[config.mk]
export PLATFORM = sky130hd
export DESIGN_NAME = ps2_scan_tracker_flat
export DESIGN_NICKNAME = d
export VERILOG_FILES = /design/src/rtl/ps2_scan_tracker_pkg.sv /design/src/rtl/ps2_scan_tracker_if.sv /design/src/rtl/ps2_rx_frame.sv /design/src/rtl/ps2_scan_tracker.sv /design/src/flat_wrapper.sv
export SDC_FILE = /design/constraint.sdc
export NUM_CORES = 1
export LEC_CHECK = 0
export BUFFER_PORTS_ARGS = -buffer_cell sky130_fd_sc_hd__buf_4
export CORE_ASPECT_RATIO = 1.2
export CORE_MARGIN = 3
export CORE_UTILIZATION = 60
export CTS_CLUSTER_DIAMETER = 60
export DETAILED_ROUTE_END_ITERATION = 7
export GPL_TIMING_DRIVEN = 0
export PLACE_DENSITY = 0.77
export SLEW_MARGIN = 20
export SYNTH_ARGS = -nofsm -noshare
export SYNTH_HDL_FRONTEND = slang
export SYNTH_SLANG_ARGS = --single-unit
[constraint.sdc]
create_clock -name clk -period 2.9 [get_ports clk]
set_input_delay 0.29 -clock clk [delete_from_list [all_inputs] [get_ports clk]]
set_output_delay 0.29 -clock clk [all_outputs]
set_load 0.05 [all_outputs]
[src/rtl/ps2_scan_tracker_pkg.sv]
// Shared constants and types for the PS/2 scancode tracker.
package ps2_scan_tracker_pkg;

    // Prefix bytes from the keyboard
    localparam logic [7:0] SC_BREAK = 8'hF0;
    localparam logic [7:0] SC_EXT   = 8'hE0;

    // start + 8 data + parity + stop
    localparam int unsigned FRAME_BITS = 11;

    // Scancode interpreter states
    typedef enum logic [1:0] {
        IDLE = 2'd0,
        HELD = 2'd1,
        BRK  = 2'd2
    } scan_state_t;

    // Odd parity: data bits plus parity bit must contain an odd number of ones
    function automatic logic odd_parity_ok(input logic [7:0] data, input logic par);
        return ^{data, par};
    endfunction

endpackage

[src/rtl/ps2_scan_tracker_if.sv]
// Keyboard pins plus the display-facing results of the scancode tracker.
interface ps2_scan_tracker_if;

    logic       ps2_clk;
    logic       ps2_data;
    logic [7:0] code;
    logic       key_down;
    logic [7:0] press_cnt;
    logic       frame_err;

    // Tracker side: consumes the PS/2 lines, drives the decoder inputs
    modport slave (
        input  ps2_clk,
        input  ps2_data,
        output code,
        output key_down,
        output press_cnt,
        output frame_err
    );

    // Keyboard/board side: drives the PS/2 lines, observes the results
    modport master (
        output ps2_clk,
        output ps2_data,
        input  code,
        input  key_down,
        input  press_cnt,
        input  frame_err
    );

endinterface

[src/rtl/ps2_rx_frame.sv]
// PS/2 deframer: synchronizes the raw keyboard lines, detects falling clock
// edges, assembles 11-bit frames, checks start/stop/parity and abandons
// frames that stall for TIMEOUT_CYCLES.
module ps2_rx_frame
    import ps2_scan_tracker_pkg::*;
#(
    parameter int unsigned TIMEOUT_CYCLES = 50000
) (
    input  logic       i_clk,
    input  logic       i_rst_n,
    input  logic       i_ps2_clk,
    input  logic       i_ps2_data,
    output logic       o_rx_valid,
    output logic [7:0] o_rx_byte,
    output logic       o_frame_err
);

    localparam int unsigned TO_W    = $clog2(TIMEOUT_CYCLES + 1);
    localparam int unsigned LAST_IX = FRAME_BITS - 1;

    logic [2:0]            r_clk_sync;
    logic [2:0]            r_data_sync;
    logic [3:0]            r_bit_cnt;
    logic [FRAME_BITS-2:0] r_shift;
    logic [TO_W-1:0]       r_to_cnt;
    logic                  r_rx_valid;
    logic [7:0]            r_rx_byte;
    logic                  r_frame_err;

    logic                  w_fall;
    logic                  w_data;
    logic                  w_last_bit;
    logic                  w_frame_ok;

    // Synchronizers preset to the idle-high bus level so reset creates no edge
    always_ff @(posedge i_clk or negedge i_rst_n) begin
        if (!i_rst_n) begin
            r_clk_sync  <= '1;
            r_data_sync <= '1;
        end else begin
            r_clk_sync  <= {r_clk_sync[1:0], i_ps2_clk};
            r_data_sync <= {r_data_sync[1:0], i_ps2_data};
        end
    end

    // Data is taken from the same sync stage as the newer clock sample
    assign w_fall     = r_clk_sync[2] & ~r_clk_sync[1];
    assign w_data     = r_data_sync[1];
    assign w_last_bit = (r_bit_cnt == 4'(LAST_IX));

    // r_shift holds start (bit 0), d0..d7 (bits 8:1), parity (bit 9); stop is live
    assign w_frame_ok = ~r_shift[0] & w_data & odd_parity_ok(r_shift[8:1], r_shift[9]);

    // Bit counter, frame assembly, validity check and stall timeout
    always_ff @(posedge i_clk or negedge i_rst_n) begin
        if (!i_rst_n) begin
            r_bit_cnt   <= '0;
            r_shift     <= '0;
            r_to_cnt    <= '0;
            r_rx_valid  <= 1'b0;
            r_rx_byte   <= '0;
            r_frame_err <= 1'b0;
        end else begin
            r_rx_valid  <= 1'b0;
            r_frame_err <= 1'b0;
            if (w_fall) begin
                r_to_cnt <= '0;
                if (w_last_bit) begin
                    r_bit_cnt <= '0;
                    if (w_frame_ok) begin
                        r_rx_valid <= 1'b1;
                        r_rx_byte  <= r_shift[8:1];
                    end else begin
                        r_frame_err <= 1'b1;
                    end
                end else begin
                    r_shift   <= {w_data, r_shift[FRAME_BITS-2:1]};
                    r_bit_cnt <= r_bit_cnt + 4'd1;
                end
            end else if (r_bit_cnt != '0) begin
                if (r_to_cnt == TO_W'(TIMEOUT_CYCLES - 1)) begin
                    r_bit_cnt   <= '0;
                    r_to_cnt    <= '0;
                    r_frame_err <= 1'b1;
                end else begin
                    r_to_cnt <= r_to_cnt + TO_W'(1);
                end
            end else begin
                r_to_cnt <= '0;
            end
        end
    end

    assign o_rx_valid  = r_rx_valid;
    assign o_rx_byte   = r_rx_byte;
    assign o_frame_err = r_frame_err;

endmodule

[src/rtl/ps2_scan_tracker.sv]
// PS/2 scancode tracker: interprets make/break/extended bytes from the
// deframer and presents the last pressed key, a held flag and a press count.
module ps2_scan_tracker
    import ps2_scan_tracker_pkg::*;
#(
    parameter int unsigned TIMEOUT_CYCLES = 50000
) (
    input  logic                clk,
    input  logic                clrn,
    ps2_scan_tracker_if.slave   bus
);

    logic        w_rx_valid;
    logic [7:0]  w_rx_byte;
    logic        w_frame_err;

    scan_state_t r_state;
    scan_state_t w_state_nxt;
    logic [7:0]  r_code;
    logic [7:0]  w_code_nxt;
    logic        r_key_down;
    logic        w_key_down_nxt;
    logic [7:0]  r_press_cnt;
    logic [7:0]  w_press_cnt_nxt;

    ps2_rx_frame #(
        .TIMEOUT_CYCLES (TIMEOUT_CYCLES)
    ) u_rx (
        .i_clk       (clk),
        .i_rst_n     (clrn),
        .i_ps2_clk   (bus.ps2_clk),
        .i_ps2_data  (bus.ps2_data),
        .o_rx_valid  (w_rx_valid),
        .o_rx_byte   (w_rx_byte),
        .o_frame_err (w_frame_err)
    );

    // State and output registers
    always_ff @(posedge clk or negedge clrn) begin
        if (!clrn) begin
            r_state     <= IDLE;
            r_code      <= '0;
            r_key_down  <= 1'b0;
            r_press_cnt <= '0;
        end else begin
            r_state     <= w_state_nxt;
            r_code      <= w_code_nxt;
            r_key_down  <= w_key_down_nxt;
            r_press_cnt <= w_press_cnt_nxt;
        end
    end

    // Scancode interpretation; E0 prefixes are transparent in every state
    always_comb begin
        w_state_nxt     = r_state;
        w_code_nxt      = r_code;
        w_key_down_nxt  = r_key_down;
        w_press_cnt_nxt = r_press_cnt;
        if (w_rx_valid && (w_rx_byte != SC_EXT)) begin
            unique case (r_state)
                IDLE: begin
                    if (w_rx_byte == SC_BREAK) begin
                        w_state_nxt = BRK;
                    end else begin
                        w_code_nxt      = w_rx_byte;
                        w_key_down_nxt  = 1'b1;
                        w_press_cnt_nxt = r_press_cnt + 8'd1;
                        w_state_nxt     = HELD;
                    end
                end
                HELD: begin
                    if (w_rx_byte == SC_BREAK) begin
                        w_state_nxt = BRK;
                    end else if (w_rx_byte != r_code) begin
                        w_code_nxt      = w_rx_byte;
                        w_press_cnt_nxt = r_press_cnt + 8'd1;
                    end
                end
                BRK: begin
                    if (w_rx_byte == SC_BREAK) begin
                        w_state_nxt = BRK;
                    end else if ((w_rx_byte == r_code) && r_key_down) begin
                        w_key_down_nxt = 1'b0;
                        w_state_nxt    = IDLE;
                    end else begin
                        w_state_nxt = r_key_down ? HELD : IDLE;
                    end
                end
                default: w_state_nxt = IDLE;
            endcase
        end
    end

    assign bus.code      = r_code;
    assign bus.key_down  = r_key_down;
    assign bus.press_cnt = r_press_cnt;
    assign bus.frame_err = w_frame_err;

endmodule
[src/flat_wrapper.sv]
// flat-port wrapper written by rule: the top's interface ports become plain ports
module ps2_scan_tracker_flat import ps2_scan_tracker_pkg::*;
#(
    parameter int unsigned TIMEOUT_CYCLES = 50000
)
  (clk, clrn, bus_ps2_clk, bus_ps2_data, bus_code, bus_key_down, bus_press_cnt, bus_frame_err);
  ps2_scan_tracker_if bus_i ();
  input  logic clk;
  input  logic clrn;
  input wire logic [$bits(bus_i.ps2_clk)-1:0] bus_ps2_clk;
  input wire logic [$bits(bus_i.ps2_data)-1:0] bus_ps2_data;
  output wire logic [$bits(bus_i.code)-1:0] bus_code;
  output wire logic [$bits(bus_i.key_down)-1:0] bus_key_down;
  output wire logic [$bits(bus_i.press_cnt)-1:0] bus_press_cnt;
  output wire logic [$bits(bus_i.frame_err)-1:0] bus_frame_err;
  assign bus_i.ps2_clk = bus_ps2_clk;
  assign bus_i.ps2_data = bus_ps2_data;
  assign bus_code = bus_i.code;
  assign bus_key_down = bus_i.key_down;
  assign bus_press_cnt = bus_i.press_cnt;
  assign bus_frame_err = bus_i.frame_err;
  ps2_scan_tracker #(.TIMEOUT_CYCLES(TIMEOUT_CYCLES)) u_core (.clk(clk), .clrn(clrn), .bus(bus_i));
endmodule
==> results by group <==
Run status
  – Run status: finished, final reports clean

Timing
  – Fin Setup TNS: 0 ps
  – Maximum clock frequency: 469 MHz
  – Number of setup violations in the final report: 0
  – Clock period minus final worst setup slack: 2130 ps
  – Final count of hold timing violations: 0
  – Transition time at the pin with the least slew margin: 775 ps
  – Crit share post-route: 73.4%
  – RSZ-0062 raised after global routing: no
  – Worst max-slew margin expressed relative to the limit: 48.3%
  – Number of pins with negative max-slew slack in the final report: 0
  – Clock skew after layout: 11.4 ps
  – Final-layout worst hold slack: 16.2 ps

Setup path
  – Reg-to-Reg Start: u_core.u_rx.o_rx_byte[5]$_DFFE_PN0P_
  – Critical-path maximum fanout: 10
  – CP Launch Type: register
  – Data arrival time of the critical path: 2350 ps
  – Setup crit end: u_core.bus.code[4]$_DFFE_PN0P_
  – Worst reg2reg endpoint: u_core.bus.code[4]$_DFFE_PN0P_
  – Critical path origin: u_core.u_rx.o_rx_byte[5]$_DFFE_PN0P_
  – Slack of the worst reg-to-reg path: 770 ps
  – Kind of critical path: reg2reg
  – Data required time at the worst endpoint: 3120 ps
  – Sort of element at the end of the critical path: register
  – Number of cell instances on the worst register-to-register path: 5

Yosys
  – Post-synthesis instance area: 2850 um2
  – Count of distinct cell types in the synthesized netlist: 31
  – Top area cells in the synthesized netlist: sky130_fd_sc_hd__dfrtp_1 52%, sky130_fd_sc_hd__mux2_2 11%, sky130_fd_sc_hd__xor2_1 5.5%
  – Post-Syn Nets: 244
  – Syn_area_per_cell: 12.1 um2
  – Number of synthesized flops with an enable pin: 0
  – Total of flip-flops plus latches after synthesis: 64
  – Cell taking the most area after synthesis: sky130_fd_sc_hd__dfrtp_1
  – Synthesis Warnings: 0
  – Most used flip-flop cell after synthesis: sky130_fd_sc_hd__dfrtp_1
  – Cell count after synthesis: 235
  – Fraction of synthesized cell area taken by the top area cell type: 51.8%
  – Proportion of synthesized flip-flops having asynchronous set or reset: 100%
  – Sequential share of the synthesized area: 56.4%

Global routing
  – GRT Resource Usage Total: 20.4%
  – Global-route wire length before repair: 8330 um
  – Via count of the first global-routing pass: 1792
  – Remaining global-route overflow: 0
  – Antenna violations before repair: 0
  – Maximum number of pins on one net before global-route repair: 65

Layout
  – Syn-to-layout area delta: 14.9%
  – Fraction of final layout cells with drive strength greater than 1: 26.5%
  – Layout Nets: 276
  – Total of fill cells in the finished design: 312
  – Post-route core utilization: 74.1%
  – Final instance area: 3280 um2
  – Count of antenna diodes in the layout: 0

Die
  – Num ports: 22
  – Chip height: 81.5 um
  – Number of rows in the core area: 26
  – Initial Util: 64.5%
  – Core outline area: 4420 um2
  – Die Footprint: 5620 um2
  – Die width: 68.9 um

Power and ir drop
  – Total power per unit cell area: 704 nW/um2
  – Static Leakage: 1.57 nW
  – Worst ir drop on vdd: 0.521 mV

Drt
  – Post-DRT Antenna Nets: 0
  – Number of detailed-routing iterations run before antenna repair: 4
  – Vias after detailed routing: 1851
  – Ratio of routed vias to standard cells: 5.64
  – DRC violations left: 0
  – DR WL/cell: 15.1 um
  – DRT Wirelength: 4950 um
  – First-iteration detailed-routing DRC count: 162

Clock network
  – Clock sinks: 64
  – Number of hold buffers added after cts: 0
  – CTS H-tree depth: 3
  – Setup Buffers After CTS: 0
  – Root buf cell: sky130_fd_sc_hd__clkbuf_8
  – Post-cts repair resize count: 0
  – Clock tree from TritonCTS: yes
  – Clk buf depth: 2
  – Number of buffers added by the clock tree synthesis step: 9
  – Worst-skew pair later-pin latency: 340 ps
  – Clock slew seen by the registers of the worst setup and hold paths: 70 ps

Placement
  – Post-DP Area: 3080 um2
  – Weighted congestion at the end of routability-driven global placement: 0.783
  – Detailed Place HPWL: 3370 um
  – I/O Buffers: 21

Hold path
  – Hold WC Path Type: in2async

Flow run
  – Max-capacitance violation count: 0
through the flow:
step	total power [mW]	worst slack, ps	cells
final	2.31	770	328
after global routing	2.43	572	328
after CTS	2.32	761	328
after detailed placement	1.57	774	312
after global placement	1.55	797	312
after floorplan	1.47	808	235
power by group:
| part | total (mW) | internal, mW | switching, mW |
|---|---|---|---|
| clock network | 0.750 | 0.419 | 0.332 |
| logic | 0.448 | 0.225 | 0.224 |
| registers | 1.11 | 0.997 | 0.111 |
placed cells by master, fill, tap and decap left out, types with 4 or more instances in the layout:
cell type and instances:
sky130_fd_sc_hd__inv_1 7, sky130_fd_sc_hd__nand3_1 4, sky130_fd_sc_hd__clkbuf_8 10, sky130_fd_sc_hd__dfstp_2 5, sky130_fd_sc_hd__nor3_1 4, sky130_fd_sc_hd__nor2_1 25
sky130_fd_sc_hd__mux2_2 27, sky130_fd_sc_hd__ha_1 5, sky130_fd_sc_hd__xnor2_1 17, sky130_fd_sc_hd__nand4_1 11, sky130_fd_sc_hd__xor2_1 18, sky130_fd_sc_hd__o21ai_0 8
sky130_fd_sc_hd__dfrtp_1 59, sky130_fd_sc_hd__nand2_1 15, sky130_fd_sc_hd__buf_4 21
final cells by class:
cell class              instances  area (um2)  share of cell area [%]
multi-input cells             161        1200                    36.6
plain buffers                   3        18.8                   0.573
inverters                       7        26.3                   0.802
clock buffers                  11         141                    4.31
flip-flops and latches         64        1610                    49.0
repair buffers                 21         158                    4.81
clock inverters                 5        56.3                    1.72
well taps                      56        70.1                    2.14
critical path, stage by stage (launching register included):
cell and delay (ps):
sky130_fd_sc_hd__dfrtp_1 420, sky130_fd_sc_hd__nor3b_1 170, sky130_fd_sc_hd__a41o_1 310, sky130_fd_sc_hd__a311oi_4 550, sky130_fd_sc_hd__buf_6 230, sky130_fd_sc_hd__mux2_2 340
per-layer routing:
| metal | wire [um] | track usage [%] | part of all wire [%] | vias to the layer above |
|---|---|---|---|---|
| met5 | 0 | 0 | 0 | - |
| met3 | 164 | 3.83 | 3.3 | 10 |
| li1 | - | - | - | 889 |
| met2 | 2480 | 32.3 | 50 | 37 |
| met1 | 2190 | 26.0 | 44 | 915 |
| met4 | 119 | 11.5 | 2.4 | 0 |
registers in the layout, indices dropped and copies added (netlist names):
name / count
u_core.u_rx.o_frame_err: 1
u_core.u_rx.r_clk_sync: 3
u_core.bus.code: 8
u_core.u_rx.r_shift: 10
u_core.bus.press_cnt: 8
u_core.u_rx.r_data_sync: 2
u_core.bus.key_down: 1
u_core.u_rx.r_to_cnt: 16
u_core.u_rx.o_rx_byte: 8
u_core.u_rx.o_rx_valid: 1
u_core.u_rx.r_bit_cnt: 4
u_core.r_state: 2
cells by family (layout without fill, tap and decap cells):
kind of cell	count (synthesis)	count (layout)	synth area share (%)
simple gates	73	73	12.6
flops	64	64	56.4
xor+xnor	36	36	11.5
mux	27	27	10.7
compound gates	20	20	5.04
buf+inv	10	47	1.58
fa+ha+maj	5	5	2.19
cell usage after synthesis (2+ instances only):
cell type,number
sky130_fd_sc_hd__nor3_1,4
sky130_fd_sc_hd__xnor2_1,17
sky130_fd_sc_hd__dfrtp_1,59
sky130_fd_sc_hd__o31ai_1,2
sky130_fd_sc_hd__dfstp_2,5
sky130_fd_sc_hd__a31oi_1,3
sky130_fd_sc_hd__o21ai_0,8
sky130_fd_sc_hd__ha_1,5
sky130_fd_sc_hd__and3_1,3
sky130_fd_sc_hd__mux2_2,27
sky130_fd_sc_hd__nor2_1,25
sky130_fd_sc_hd__nand4_1,11
sky130_fd_sc_hd__nand3b_1,2
sky130_fd_sc_hd__a21oi_1,3
sky130_fd_sc_hd__nand3_1,4
sky130_fd_sc_hd__nand2_1,15
sky130_fd_sc_hd__inv_1,7
sky130_fd_sc_hd__or3_1,2
sky130_fd_sc_hd__clkbuf_1,2
sky130_fd_sc_hd__nor4_1,3
sky130_fd_sc_hd__xor2_1,18
worst min path at each step:
stage                                         start                                    to  slack, ps  depth (start not counted)
4_1_cts                                        clrn   u_core.bus.press_cnt[5]$_DFFE_PN0P_         50                          1
6_report                                       clrn   u_core.bus.press_cnt[3]$_DFFE_PN0P_         20                          1
2_1_floorplan                                  clrn        u_core.bus.code[0]$_DFFE_PN0P_         -6                          0
5_1_grt                                bus_ps2_data  u_core.u_rx.r_data_sync[0]$_DFF_PN1_         50                          1
3_5_place_dp   u_core.u_rx.r_data_sync[0]$_DFF_PN1_  u_core.u_rx.r_data_sync[1]$_DFF_PN1_        350                          0
3_3_place_gp   u_core.u_rx.r_data_sync[0]$_DFF_PN1_  u_core.u_rx.r_data_sync[1]$_DFF_PN1_        350                          0
Note: power is estimated with default switching activity, not from simulation.
